**src/rtl/broadcast_scheduler.sv**
```systemverilog
// rtl/broadcast_scheduler.sv - field-synchronous round-robin broadcast source scheduler
// Build option: SCHED_MUTE_EN adds a MUTE state that drops the carrier for MUTE_FIELDS fields on each source switch.
module broadcast_scheduler #(
   parameter int VSYNC_MIN_LOW = 128,
   parameter int HOLDOFF       = 16384,
   parameter int DWELL_FIELDS  = 250,
   parameter int MUTE_FIELDS   = 2
) (
   input  logic       clk,
   input  logic       rst,
   input  logic       csync,
   input  logic [3:0] req,
   output logic [3:0] grant,
   output logic       carrier_en,
   output logic       field_start,
   output logic [1:0] slot
);

   // One counter serves as dwell counter in ON_AIR and mute counter in MUTE.
   localparam int CNT_MAX = (DWELL_FIELDS > MUTE_FIELDS) ? DWELL_FIELDS : MUTE_FIELDS;
   localparam int LW      = $clog2(VSYNC_MIN_LOW + 2);
   localparam int HW      = $clog2(HOLDOFF + 2);
   localparam int CW      = $clog2(CNT_MAX + 2);

   localparam logic [LW-1:0] LOW_MAX  = LW'(VSYNC_MIN_LOW);
   localparam logic [LW-1:0] LOW_HIT  = LW'(VSYNC_MIN_LOW - 1);
   localparam logic [HW-1:0] HOLD_LD  = HW'(HOLDOFF);
   localparam logic [CW-1:0] DWELL_LD = CW'(DWELL_FIELDS);

   localparam logic [1:0] S_IDLE   = 2'd0;
   localparam logic [1:0] S_ON_AIR = 2'd1;
`ifdef SCHED_MUTE_EN
   localparam logic [1:0] S_MUTE   = 2'd2;
   localparam logic [CW-1:0] MUTE_LD = CW'(MUTE_FIELDS);
`endif

   logic [LW-1:0] low_cnt_q;
   logic [HW-1:0] hold_q;
   logic          fs_q;
   logic          fs_d;
   logic [1:0]    state_q, state_d;
   logic [1:0]    slot_q, slot_d;
   logic          carrier_q, carrier_d;
   logic [CW-1:0] cnt_q, cnt_d;
   logic [CW-1:0] cnt_dec;
   logic [1:0]    low_slot;
   logic          rr_found;
   logic [1:0]    rr_slot;
   logic [1:0]    rr_idx;

   // A broad pulse is recognised the cycle its low run first hits the threshold, and only while armed.
   assign fs_d    = (hold_q == '0) && !csync && (low_cnt_q == LOW_HIT);
   assign cnt_dec = (cnt_q == '0) ? '0 : cnt_q - CW'(1);

   // Low-run counter, holdoff timer and registered field_start pulse
   always_ff @(posedge clk or posedge rst) begin
      if (rst) begin
         low_cnt_q <= '0;
         hold_q    <= '0;
         fs_q      <= 1'b0;
      end else begin
         if (csync)
            low_cnt_q <= '0;
         else if (low_cnt_q != LOW_MAX)
            low_cnt_q <= low_cnt_q + LW'(1);
         if (fs_d)
            hold_q <= HOLD_LD;
         else if (hold_q != '0)
            hold_q <= hold_q - HW'(1);
         fs_q <= fs_d;
      end
   end

   // Lowest requester, and next requester in round-robin order after the current slot (itself last)
   always_comb begin
      low_slot = 2'd0;
      for (int i = 3; i >= 0; i--)
         if (req[i]) low_slot = 2'(i);
      rr_found = 1'b0;
      rr_slot  = slot_q;
      rr_idx   = slot_q;
      for (int i = 1; i <= 4; i++) begin
         rr_idx = slot_q + 2'(i);
         if (!rr_found && req[rr_idx]) begin
            rr_found = 1'b1;
            rr_slot  = rr_idx;
         end
      end
   end

   // Scheduler next state; nothing moves except on a field_start cycle
   always_comb begin
      state_d   = state_q;
      slot_d    = slot_q;
      carrier_d = carrier_q;
      cnt_d     = cnt_q;
      if (fs_q) begin
         case (state_q)
            S_IDLE: begin
               if (req != 4'b0000) begin
                  state_d   = S_ON_AIR;
                  slot_d    = low_slot;
                  carrier_d = 1'b1;
                  cnt_d     = DWELL_LD;
               end
            end
            S_ON_AIR: begin
               cnt_d = cnt_dec;
               // Dwell expiry and a dropped request collapse into one switch decision.
               if (cnt_dec == '0 || !req[slot_q]) begin
                  if (!rr_found) begin
                     state_d   = S_IDLE;
                     slot_d    = 2'd0;
                     carrier_d = 1'b0;
                     cnt_d     = '0;
                  end else if (rr_slot == slot_q) begin
                     cnt_d = DWELL_LD;
                  end else begin
`ifdef SCHED_MUTE_EN
                     state_d   = S_MUTE;
                     carrier_d = 1'b0;
                     cnt_d     = MUTE_LD;
`else
                     cnt_d     = DWELL_LD;
`endif
                     slot_d    = rr_slot;
                  end
               end
            end
`ifdef SCHED_MUTE_EN
            S_MUTE: begin
               cnt_d = cnt_dec;
               if (cnt_dec == '0) begin
                  if (req[slot_q]) begin
                     state_d   = S_ON_AIR;
                     carrier_d = 1'b1;
                     cnt_d     = DWELL_LD;
                  end else if (rr_found) begin
                     state_d   = S_ON_AIR;
                     slot_d    = rr_slot;
                     carrier_d = 1'b1;
                     cnt_d     = DWELL_LD;
                  end else begin
                     state_d   = S_IDLE;
                     slot_d    = 2'd0;
                     carrier_d = 1'b0;
                     cnt_d     = '0;
                  end
               end
            end
`endif
            default: begin
               state_d   = S_IDLE;
               slot_d    = 2'd0;
               carrier_d = 1'b0;
               cnt_d     = '0;
            end
         endcase
      end
   end

   // Scheduler state registers
   always_ff @(posedge clk or posedge rst) begin
      if (rst) begin
         state_q   <= S_IDLE;
         slot_q    <= 2'd0;
         carrier_q <= 1'b0;
         cnt_q     <= '0;
      end else begin
         state_q   <= state_d;
         slot_q    <= slot_d;
         carrier_q <= carrier_d;
         cnt_q     <= cnt_d;
      end
   end

   assign grant       = (state_q == S_IDLE) ? 4'b0000 : (4'b0001 << slot_q);
   assign slot        = slot_q;
   assign carrier_en  = carrier_q;
   assign field_start = fs_q;

endmodule

```
**config.mk**
```make
export PLATFORM = sky130hd
export DESIGN_NAME = broadcast_scheduler
export DESIGN_NICKNAME = d
export VERILOG_FILES = /design/src/rtl/broadcast_scheduler.sv
export SDC_FILE = /design/constraint.sdc
export NUM_CORES = 1
export LEC_CHECK = 0
export CORE_MARGIN = 2
export CORE_UTILIZATION = 45
export DETAILED_ROUTE_END_ITERATION = 7
export MAX_ROUTING_LAYER = met4
export SLEW_MARGIN = 40
export SYNTH_ARGS = -nofsm -noshare
export SYNTH_HDL_FRONTEND = slang
export SYNTH_SLANG_ARGS = --single-unit
```
**constraint.sdc**
```tcl
create_clock -name clk -period 5.3 [get_ports clk]
set_clock_uncertainty 0.15 [all_clocks]
set_input_delay 0.53 -clock clk [delete_from_list [all_inputs] [get_ports clk]]
set_output_delay 0.53 -clock clk [all_outputs]
set_load 0.01 [all_outputs]
```
==> results.ini, run 1 <==
[run_status]
outcome=finished, final reports clean

[global_route]
met2_usage=0.270
antenna_found_initial=0
track_usage=0.178
grtUsageMet3=0.0434
grt_first_pass_wirelength_um=7440
grt_max_degree=36
overflow=0
grt.busiest_layer=met2
grt_pass1_vias=1658
grt_use_met1=0.235

[setup_path]
r2r_start=slot[0]
worstSetupEndpoint=cnt_q[7]
slowest_stage=dfrtp_1
worstPathMaxFanout=15
cp_num_buf_inv=1
critPathTopFamily=flip-flops
endpoint_kind=flop
r2r_end=cnt_q[7]
start_kind=flop
crit_start=slot[0]
crit_arrival_ps=3300
cp_num_cells=8
r2r_setup_slack_ps=2040
cpPeakStageDelay_ps=700
r2r.worst_path.cells=8
cp_cell_sequence=inv_1 > ha_1 > mux4_1 > or3_1 > nor2_1 > o21a_1 > o21ai_1 > a22o_1
crit_type=reg2reg
cp.required_ps=5330

[sta]
relSlewSlack=0.599
slew_violations=0
setup_viol=0
final_hold_viol_count=0
rsz0062_at_grt=false
setup_tns_ps=0
fmax_mhz=306
fin_crit_sh=0.616
tightest_slew_ps=597
setup_ws_ps=2040
post-route-min-period_ps=3260

[clock_tree]
cts.path.max_buffers=2
numCtsBuffers=5
post-cts-setup-buffers=0
root_buffer=clkbuf_8
clock_latency_ps=290
h-tree-depth=2
cts_tree=built
cts_sinks=35
postCtsHoldBufs=0
clk_pin_slew_ps=80
ctsResizeCount=0

[logic_synthesis]
yosysTopAreaCell=dfrtp_1
synth.avg_cell_area_sq_um=9.37
synth_warnings=0
synth-seq-area-share=0.393
synth_enable_flop_cells=0
synth_common_cells=35 x dfrtp_1, 26 x nor2_1, 19 x nand2_1
ys.flop_type=dfrtp_1
syn_nets=253
synth.top_cell.area_share=0.393
ys_ff_latch=35
synthTopCellsByArea=dfrtp_1 39%, ha_1 4.5%, nor2_1 4.4%
post_synth_inst_count=238
synth.most_common_cell=dfrtp_1
syn_area_sq_um=2230
ys_types=46
synth-async-reset-ratio=1.00

[cells_and_area]
final_cells=321
diodes=0
fin_nets=268
num-fill-cells=458
fin_area_sq_um=2490
drive_above_1_share=0.0669
synthToLayoutAreaGrowth_pct=11.9

[floorplanning]
die_x_um=74.4
rows=25
core_sq_um=4750
pin_count=15
initial_utilization=0.469
die-area_sq_um=5530
die_h_um=74.4

[detailed_routing]
vias_per_cell=5.42
drt-wirelength-per-cell_um=13.0
antenna_left=0
wl_um=4160
drc=0
drt_iter0_drc=85
first_pass_iters=4
num_vias=1741

[worst_hold_path]
hold_class=reg2reg
min-delay-start=hold_q[12]

[pwr]
powerDensity_nw_per_um2=198
swShare=0.244
p_clk_frac=0.379
power_frac_comb=0.073
power_uw=494
ir_worst_vdd_mv=0.134
p_leak_uw=0.00114
pwr-share-seq=0.548
intPower_uw=374
p_sw_uw=121

[run]
maxCapViolations=0

[place]
place_congestion=0.810
placed_cell_area_sq_um=2400
dpl.hpwl_um=2860
port_buffers=14
pre_cts_ws_ps=2030
place_inst=313

## kinds of logic (layout without fill, tap and decap cells)
| group | count (synthesis) | count (layout) | synth area share |
|---|---|---|---|
| flip-flops | 35 | 35 | 0.393 |
| XOR/XNOR | 11 | 11 | 0.0432 |
| buffers and inverters | 19 | 35 | 0.0477 |
| adder cells (fa/ha/maj) | 8 | 8 | 0.0449 |
| AND/OR/NAND/NOR | 99 | 99 | 0.232 |
| multiplexers | 11 | 11 | 0.0831 |
| AO/OA/AOI/OAI | 55 | 55 | 0.157 |
## sequential cells by signal, indices dropped and copies added, names as in the netlist
| name | count |
|---|---|
| carrier_en | 1 |
| cnt_q | 8 |
| field_start | 1 |
| hold_q | 15 |
| low_cnt_q | 8 |
| slot | 2 |
## metrics by stage
step | util | hold WS, ps
detailed placement | 0.506 | 310
global placement | 0.506 | 314
floorplan | - | 293
finish | 0.525 | 321
global route | 0.525 | 344
CTS | 0.523 | 325
## area by class of cell
type / count / area (sq um) / area share
multi-input combinational: 184 / 1250 / 0.503
sequential: 35 / 876 / 0.351
timing repair buffer: 15 / 148 / 0.0592
tap: 67 / 83.8 / 0.0336
clock buffer: 5 / 68.8 / 0.0276
inverter: 12 / 50.0 / 0.0201
clock inverter: 3 / 15.0 / 0.00602
## power groups by stage
stage	logic, uW	clock network, uW	registers, uW
after global placement	36.5	0	276
after detailed placement	36.6	0	276
after CTS	36.8	196	271
final	36.1	188	271
after floorplan	25.1	0	275
after global routing	42.0	208	271
## metal layers
metal,vias up,wire [um]
met4,0,33
li1,901,-
met5,-,0
met3,5,148
met1,812,2100
met2,23,1880
## cells in the final DEF (no fill, tap or decap), types with 2 or more instances in the layout
cell | Yosys | final
dfrtp_1 | 35 | 35
nor2_1 | 26 | 26
nand2_1 | 19 | 19
o21ai_0 | 15 | 15
a21oi_1 | 14 | 14
clkdlybuf4s50_1 | 0 | 14
inv_1 | 11 | 11
xor2_1 | 8 | 8
ha_1 | 8 | 8
nor3_1 | 7 | 7
nor4_1 | 7 | 6
nand3_1 | 6 | 6
or4_1 | 5 | 5
nand2b_1 | 5 | 5
or3_1 | 5 | 5
mux2i_1 | 5 | 5
clkbuf_8 | 0 | 5
o21ai_1 | 4 | 4
a21o_1 | 4 | 4
and2_1 | 4 | 4
a22o_1 | 4 | 4
nor3b_1 | 3 | 3
nand3b_1 | 3 | 3
mux4_1 | 3 | 3
xnor2_1 | 3 | 3
clkinv_2 | 0 | 3
mux4_2 | 2 | 2
a31oi_1 | 2 | 2
nand4b_1 | 2 | 2
nand4_1 | 2 | 2
o21a_1 | 2 | 2
o41ai_1 | 2 | 2
## worst min path at each step
stage                             to  depth (start not counted)  slack, ps
after global routing      hold_q[12]                          1        340
after CTS                 hold_q[12]                          1        330
after global placement    hold_q[12]                          1        310
after floorplan            hold_q[7]                          1        290
final                     hold_q[12]                          1        320
after detailed placement   hold_q[7]                          1        310
Power figures use the tool's default switching activity.
==> run 2, diff against run 1 <==
Clock period 5.3 ns to 3.2 ns, I/O delays scaled along.
==> results.ini, run 2 (synthesis gave the netlist of run 1 again) <==
[global_route]
grt_first_pass_wirelength_um=7380  ; -0.74%
track_usage=0.178  ; +0.000345
grt_pass1_vias=1626  ; -1.9%
grt_max_degree=36  ; unchanged
grt.busiest_layer=met2
grt_use_met1=0.249  ; +0.0140
met2_usage=0.256  ; -0.0147
grtUsageMet3=0.0420  ; -0.00136
overflow=0  ; unchanged
antenna_found_initial=0  ; unchanged

[setup_path]
cpPeakStageDelay_ps=660  ; -40 ps
start_kind=flop
r2r_start=slot[1]
r2r.worst_path.cells=8  ; unchanged
cp_cell_sequence=inv_1 > ha_1 > mux4_1 > or3_1 > nor2_1 > o21a_1 > o21ai_1 > a22o_1
crit_type=reg2reg
cp.required_ps=3230  ; -2100 ps
slowest_stage=mux4_1
crit_start=slot[1]
crit_arrival_ps=2900  ; -400 ps
r2r_end=cnt_q[5]
endpoint_kind=flop
r2r_setup_slack_ps=330  ; -1710 ps
worstPathMaxFanout=6  ; -9

[place]
dpl.hpwl_um=2990  ; +4.6%
port_buffers=14  ; unchanged
place_congestion=0.842  ; +3.9%
place_inst=319  ; +1.9%
placed_cell_area_sq_um=2450  ; +1.9%

[detailed_routing]
antenna_left=0  ; unchanged
drt-wirelength-per-cell_um=13.0  ; +0.60%
drc=0  ; unchanged
drt_iter0_drc=179  ; +110%
vias_per_cell=5.44  ; +0.25%
first_pass_iters=4  ; unchanged
wl_um=4260  ; +2.5%
num_vias=1778  ; +2.1%

[clock_tree]
numCtsBuffers=5  ; unchanged
clock_latency_ps=280  ; about the same
cts_tree=built
clk_pin_slew_ps=70  ; about the same
ctsResizeCount=0  ; unchanged
h-tree-depth=2  ; unchanged
root_buffer=clkbuf_8
postCtsHoldBufs=0  ; unchanged
cts_sinks=35  ; unchanged
cts.path.max_buffers=2  ; unchanged
post-cts-setup-buffers=0  ; unchanged

[sta]
final_hold_viol_count=0  ; unchanged
relSlewSlack=0.688  ; +0.0894
post-route-min-period_ps=2870  ; -392 ps
slew_violations=0  ; unchanged
setup_tns_ps=0  ; unchanged
tightest_slew_ps=464  ; -133 ps
fin_crit_sh=0.898  ; +0.282
setup_viol=0  ; unchanged
rsz0062_at_grt=false
fmax_mhz=348  ; +14%

[cells_and_area]
fin_nets=274  ; +2.2%
final_cells=327  ; +1.9%
final_common_cell=dfrtp_1
top_register=hold_q
drive_above_1_share=0.0808  ; +0.0138
synthToLayoutAreaGrowth_pct=13.7
layout_common_cells=35 x dfrtp_1, 26 x nor2_1, 19 x nand2_1
largestRegisters=hold_q x15, cnt_q x8, low_cnt_q x8
utilization=0.533  ; +0.00842
diodes=0  ; unchanged
largest_reg_flops=15  ; unchanged
num-fill-cells=460  ; +0.44%
fin_area_sq_um=2530  ; +1.6%

[floorplanning]
rows=25  ; unchanged
pin_count=15  ; unchanged
die_h_um=74.4  ; unchanged
die_x_um=74.4  ; unchanged
die-area_sq_um=5530  ; unchanged
initial_utilization=0.469  ; unchanged
core_sq_um=4750  ; unchanged

[run]
maxCapViolations=0  ; unchanged

[run_status]
outcome=finished, final reports clean

[pwr]
powerDensity_nw_per_um2=323  ; +63%
p_leak_uw=0.00116  ; +1.7%
ir_worst_vdd_mv=0.197  ; +47%

[worst_hold_path]
hold_class=in2async

==> run 2: cell types whose count changed in the layout (fill, tap and decap cells not counted) <==
| cell | before | now |
|---|---|---|
| clkinv_2 | 3 | 1 |
| clkbuf_1 | 0 | 1 |
| buf_4 | 1 | 7 |
| nor4_2 | 1 | 0 |
| nor4_1 | 6 | 7 |
| clkinvlp_4 | 0 | 1 |
==> run 2: critical path, delay by kind of cell, from the launching register on <==
kind / cells / cell delay, ps
AOI/OAI and AO/OA: 3 / 590
adders and majority gates: 1 / 380
buffers and inverters: 1 / 100
DFF: 1 / 340
muxes: 1 / 660
and+or+nand+nor: 2 / 540
==> run 2: layout make-up <==
class | instances | area, sq um | area share
clock inverter | 2 | 12.5 | 0.00494
timing repair buffer | 21 | 193 | 0.0760
tap | 67 | 83.8 | 0.0331
multi-input combinational | 184 | 1250 | 0.492
sequential | 35 | 876 | 0.346
clock buffer | 6 | 72.6 | 0.0286
inverter | 12 | 50.0 | 0.0197
==> run 2: per-layer routing <==
layer,vias to the layer above,wire length [um]
met4,0,58
met3,6,159
met2,35,1880
met1,826,2160
li1,911,-
met5,-,0
==> run 2: where the power goes <==
group,total [uW],internal (uW),switching [uW]
Clock,311,152,159
Sequential,448,445,3.00
Combinational,60.0,25.1,34.9
Total,819,622,197
==> run 2: stage by stage <==
| step | hold WS, ps | total power, uW | setup slack, ps |
|---|---|---|---|
| final | 280 | 819 | 327 |
| after global routing | 347 | 861 | 194 |
| after CTS | 295 | 832 | 331 |
| after detailed placement | 313 | 517 | 235 |
| after global placement | 313 | 518 | 276 |
| after floorplan | 293 | 498 | 306 |
==> run 2: worst max path at each step <==
| stage | cells past startpoint | slack [ps] | to |
|---|---|---|---|
| final | 8 | 330 | cnt_q[5] |
| after global routing | 8 | 190 | cnt_q[5] |
| after CTS | 8 | 330 | cnt_q[5] |
| after detailed placement | 8 | 230 | slot[0] |
| after global placement | 8 | 280 | slot[0] |
| after floorplan | 9 | 310 | cnt_q[3] |
==> patch 1: new RTL, settings of run 2 <==
The option `SCHED_MUTE_EN` is turned on by a define.
--- a/src/rtl/broadcast_scheduler.sv
+++ b/src/rtl/broadcast_scheduler.sv
@@ -2,2 +2,4 @@
 // Build option: SCHED_MUTE_EN adds a MUTE state that drops the carrier for MUTE_FIELDS fields on each source switch.
+`define SCHED_MUTE_EN
+
 module broadcast_scheduler #(
Formal check against the unedited RTL: same outputs for any inputs over 10 cycles, from zero or initial values and one cycle with rst high; that may be too few to reach the edited logic, so the function may still have changed.
==> patch 1 against run 2 <==
Routed wire length rose by 25%; synthesized area is 15% higher; sequential cell count is 2 higher; cell area grew 16%; hold slack lost 0.055 ns; synthesized cell count grew 20%; worst setup slack got worse by 0.11 ns; count of clock-buffer cells in the layout is 1 lower; sequential share of layout area decreased by 3.1 points.
Power is not compared: it rests on default switching activity, and its combinational part moved more than twofold at a synthesized area within 25%.
==> patch 1: results (changes against run 2) <==
stage,metric,value,unit,change
synth,"top cells by area, synth","dfrtp_1, ha_1, nor2_1, o21ai_0, xnor2_1",,"was dfrtp_1, ha_1, nor2_1, mux4_1, o21ai_0"
worst_setup_path,reg2reg path depth,9,,was 8
synth,Synth cell types,53,,was 46
place,gp weighted congestion,0.8557,,was 0.8418
synth,post-synthesis compound-gate area fraction,13.94,%,was 15.66%
grt,GRT Util Overall,18.49,%,was 17.84%
drt,DR WL/cell,13.87,microns,was 13.04 microns
cells_and_area,area delta synth->final,14.67,%,was 13.69%
drt,routed via count,2097,,"was 1,778"
synth,sequential share of the synthesized area,36.06,%,was 39.28%
drt,initial drt markers,92,,was 179
cells_and_area,fin nets,331,,was 274
worst_setup_path,critical path type,reg -> reg,,unchanged
place,post-detail-place hpwl,3971,microns,was 2992 microns
power,Max rail drop VDD,0.3508,mV,
place,"number of placed instances, taps included",376,,was 319
worst_setup_path,FF-to-FF End,slot[1],,was cnt_q[5]
worst_setup_path,"Largest delay share family, worst path",multiplexers,,unchanged
worst_setup_path,Max stage delay on crit path,0.57,ns,was 0.66 ns
worst_setup_path,crit path DAT,3.01,ns,was 2.90 ns
grt,antenna violations before repair,0,,unchanged
synth,"Net Count, Synth",305,,was 253
place,Placed Area,0.002853,sq mm,was 0.002450 sq mm
grt,vias in the first global route,1960,,"was 1,626"
clock_tree,Clock Tree Root,clkbuf_8,,unchanged
place,post-placement setup slack,0.1145,ns,was 0.2349 ns
synth,most instantiated cells after synthesis,"dfrtp_1, nor2_1, o21ai_0, nand2_1, inv_1",,"was dfrtp_1, nor2_1, nand2_1, o21ai_0, a21oi_1"
worst_setup_path,RR Startpoint,slot[0],,was slot[1]
worst_setup_path,CP max-delay cell,mux4_2,,was mux4_1
synth,Synth Area in Adders,6.335,%,was 4.489%
run_status,outcome,finished clean,,unchanged
drt,drt total wl,5325,microns,was 4264 microns
synth,Syn Area/Cell,9.009,sq um,was 9.368 sq um
grt,largest net degree at the start of global routing,24,,was 36
sta,post-route minimum period,2.985,ns,was 2.873 ns
cells_and_area,share of post-route cells with drive strength above 1,14.42,%,was 8.077%
worst_setup_path,R2R setup slack,0.21,ns,was 0.33 ns
cells_and_area,Fill cells,497,,was 460
worst_setup_path,crit-path max FO,5,,was 6
synth,post-synthesis xor/xnor area fraction,5.799,%,was 4.321%
sta,worst hold margin,0.2245,ns,was 0.2796 ns
grt,first-pass GRT wire length,9080,microns,was 7383 microns
==> patch 1: cell count changes in the layout (fill, tap and decap cells not counted), moves of 5 or more <==
cell | before | now
buf_4 | 7 | 13
inv_1 | 11 | 16
mux2_2 | 1 | 6
o21ai_0 | 15 | 20
xnor2_1 | 3 | 9
ha_1 | 8 | 13
nor2_1 | 26 | 35
==> patch 1: final cells by class <==
cell class,count,share of cell area (%)
multi-input cells,224,52.23
flip-flops and latches,37,31.49
repair buffers,27,8.075
well taps,72,3.060
clock buffers,5,2.337
inverters,16,2.040
clock inverters,3,0.7650
==> patch 1: routing by layer <==
layer  global-route usage, %  vias up  share of wire (%)
met4                   3.103        0               0.30
met2                   29.58       44                 47
met3                   3.733        3                3.8
li1                        -     1065                  -
met1                   24.82      985                 49
met5                       -        -                  0
==> patch 1: power by group <==
group / leakage, nW / switching [W] / internal (W)
registers: 0.489 / 0.0000890 / 0.000555
clock network: 0.0481 / 0.000186 / 0.000155
logic: 0.769 / 0.000128 / 0.000114
==> patch 2: new RTL, settings of run 2 <==
Made on the original files. Compare `low_cnt_q` against `LOW_HIT` with >= in place of ==.
--- a/src/rtl/broadcast_scheduler.sv
+++ b/src/rtl/broadcast_scheduler.sv
@@ -51,3 +51,3 @@
    // A broad pulse is recognised the cycle its low run first hits the threshold, and only while armed.
-   assign fs_d    = (hold_q == '0) && !csync && (low_cnt_q == LOW_HIT);
+   assign fs_d    = (hold_q == '0) && !csync && (low_cnt_q >= LOW_HIT);
    assign cnt_dec = (cnt_q == '0) ? '0 : cnt_q - CW'(1);
Formal check against the unedited RTL: no difference found for any inputs over 10 cycles, from zero or initial values and one cycle with rst high; that may be too few to reach the edited logic, so the function may still have changed.
==> patch 2 against run 2 <==
Sequential cell count unchanged; routed wire length shrank 4.1%; cell area fell by 3.8%; clock power is 1% lower; synthesized area is 2.4% lower; power rose by 7.1%; worst setup slack better by 0.20 ns; global-route usage is 0.20 points lower; first-iteration DRC count is 32% lower; critical endpoint is now slot[0]; highest routed layer unchanged.
==> patch 2: results (changes against run 2) <==
stage,metric,value,unit,change
synth,most instantiated cells after synthesis,"dfrtp_1, nor2_1, nand2_1, clkbuf_1, inv_1",,"was dfrtp_1, nor2_1, nand2_1, o21ai_0, a21oi_1"
clock_tree,count of cells resized by post-cts repair,0,,unchanged
clock_tree,postcts setup bufs,0,,unchanged
power,leakage power,0.9789,nW,was 1.156 nW
worst_setup_path,crit path DAT,2.72,ns,was 2.90 ns
place,# port buffers,14,,unchanged
drt,routed via count,1718,,"was 1,778"
drt,Detailed Routing Iterations Pass 1,4,,unchanged
cells_and_area,Largest regs,"hold_q: 15 flops, cnt_q: 8 flops, low_cnt_q: 8 flops",,unchanged
clock_tree,maximum level of the CTS H-tree,2,,unchanged
power,Power Clock,0.000307,W,was 0.000311 W
grt,gr ovfl total,0,,unchanged
clock_tree,Worst-Skew Late Latency,0.28,ns,about the same
grt,largest net degree at the start of global routing,36,,unchanged
synth,"Top FF cell, synth",dfrtp_1,,unchanged
power,Internal,0.0006533,W,was 0.0006224 W
power,total combinational power,0.000106,W,was 0.0000600 W
sta,worst relative slew slack,66.34,%,was 68.81%
drt,initial drt markers,121,,was 179
grt,first-pass GRT wire length,7231,microns,was 7383 microns
place,gp weighted congestion,0.8490,,was 0.8418
worst_hold_path,Hold WC Path Type,in -> async,,unchanged
grt,vias in the first global route,1626,,unchanged
clock_tree,Worst-path clk slew,0.07,ns,about the same
clock_tree,Num CTS Buffers,5,,unchanged
worst_setup_path,CP max-delay cell,or4b_4,,was mux4_1
synth,sequential share of the synthesized area,40.23,%,was 39.28%
run_status,outcome,finished clean,,unchanged
worst_setup_path,Max stage delay on crit path,0.54,ns,was 0.66 ns
power,Max rail drop VDD,0.2090,mV,was 0.1969 mV
synth,Async SR Flop Fraction,100.0,%,unchanged
place,post-detail-place hpwl,2930,microns,was 2992 microns
synth,Synth cell types,52,,was 46
worst_setup_path,crit-path max FO,8,,was 6
cells_and_area,fin nets,263,,was 274
cells_and_area,ant diodes,0,,unchanged
drt,DR WL/cell,13.49,microns,was 13.04 microns
synth,"top cells by area, synth","dfrtp_1, ha_1, nor2_1, nand2_1, xor2_1",,"was dfrtp_1, ha_1, nor2_1, mux4_1, o21ai_0"
synth,"Net Count, Synth",252,,was 253
clock_tree,Clock Tree Root,clkbuf_8,,unchanged
cells_and_area,share of post-route cells with drive strength above 1,8.434,%,was 8.077%
clock_tree,Bufs on Longest Clock Path,2,,unchanged
synth,YS warnings,0,,unchanged
grt,GRT Util Overall,17.64,%,was 17.84%
cells_and_area,Fill cells,433,,was 460
grt,antenna violations before repair,0,,unchanged
## patch 2: changes by cell type after synthesis, moves of 4 or more
| cell | change |
|---|---|
| nand3_1 | +4 |
| a21oi_1 | -4 |
| buf_6 | -4 |
| a22o_1 | -4 |
| o21ai_1 | -4 |
| clkbuf_1 | +9 |
| o21ai_0 | -5 |
| nor4_1 | -5 |
| nor2_1 | -6 |
| xnor2_1 | +4 |
| or3_1 | -4 |
## patch 2: kinds of logic after synthesis
family | count (synthesis) | synth area share [%]
and+or+nand+nor | 98 | 25.12
AOI/OAI and AO/OA | 47 | 14.83
DFF | 35 | 40.23
buffers and inverters | 25 | 4.367
xor gates and xnor gates | 15 | 6.035
muxes | 9 | 4.828
adders and majority gates | 8 | 4.598
## patch 2: final timing paths
| path | from | to | slack [ns] | depth (start not counted) |
|---|---|---|---|---|
| max | cnt_q[0] | slot[0] | 0.53 | 8 |
| min | rst | low_cnt_q[2] | 0.29 | 3 |
| max reg2reg | cnt_q[0] | slot[0] | 0.53 | 8 |
| min reg2reg | hold_q[4] | hold_q[4] | 0.33 | 1 |
| max in group asynchronous | rst | hold_q[10] | 2.30 | 3 |
| min in group clk | hold_q[4] | hold_q[4] | 0.33 | 1 |
## patch 2: critical path: cells and delay by family (launching register included)
| kind | cells | cell delay [ns] |
|---|---|---|
| AND/OR/NAND/NOR | 2 | 0.74 |
| AO/OA/AOI/OAI | 3 | 0.65 |
| buffers and inverters | 1 | 0.10 |
| multiplexers | 1 | 0.20 |
| adder cells (fa/ha/maj) | 1 | 0.31 |
| flip-flops | 1 | 0.44 |
## patch 2: metal layers
layer / routed length [microns] / up-vias / GRT usage, %
met2: 1855 / 27 / 26.19
met5: 0 / - / -
met1: 2046 / 813 / 22.84
li1: - / 869 / -
met3: 112 / 9 / 4.115
met4: 74 / 0 / 8.081
## patch 2: cell type report
type | count | area [sq um] | share of cell area, %
multi-input cells | 177 | 1206 | 49.46
flip-flops and latches | 35 | 875.8 | 35.92
repair buffers | 17 | 162.7 | 6.670
clock buffers | 7 | 76.32 | 3.130
well taps | 54 | 67.56 | 2.771
inverters | 12 | 45.04 | 1.847
clock inverters | 1 | 5.005 | 0.2052
## patch 2: per-stage QoR
step                std cells  worst slack (ns)  area, sq um  total power [W]  hold slack [ns]
finish                    303            0.5313         2439        0.0008777           0.2878
global route              303            0.3613         2439        0.0009237           0.3520
CTS                       303            0.5352         2439        0.0008928           0.3063
detailed placement        295            0.4640         2357        0.0005796           0.3208
floorplan                 237            0.8098         2177        0.0005460           0.2981
global placement          295            0.5228         2357        0.0005808           0.3154
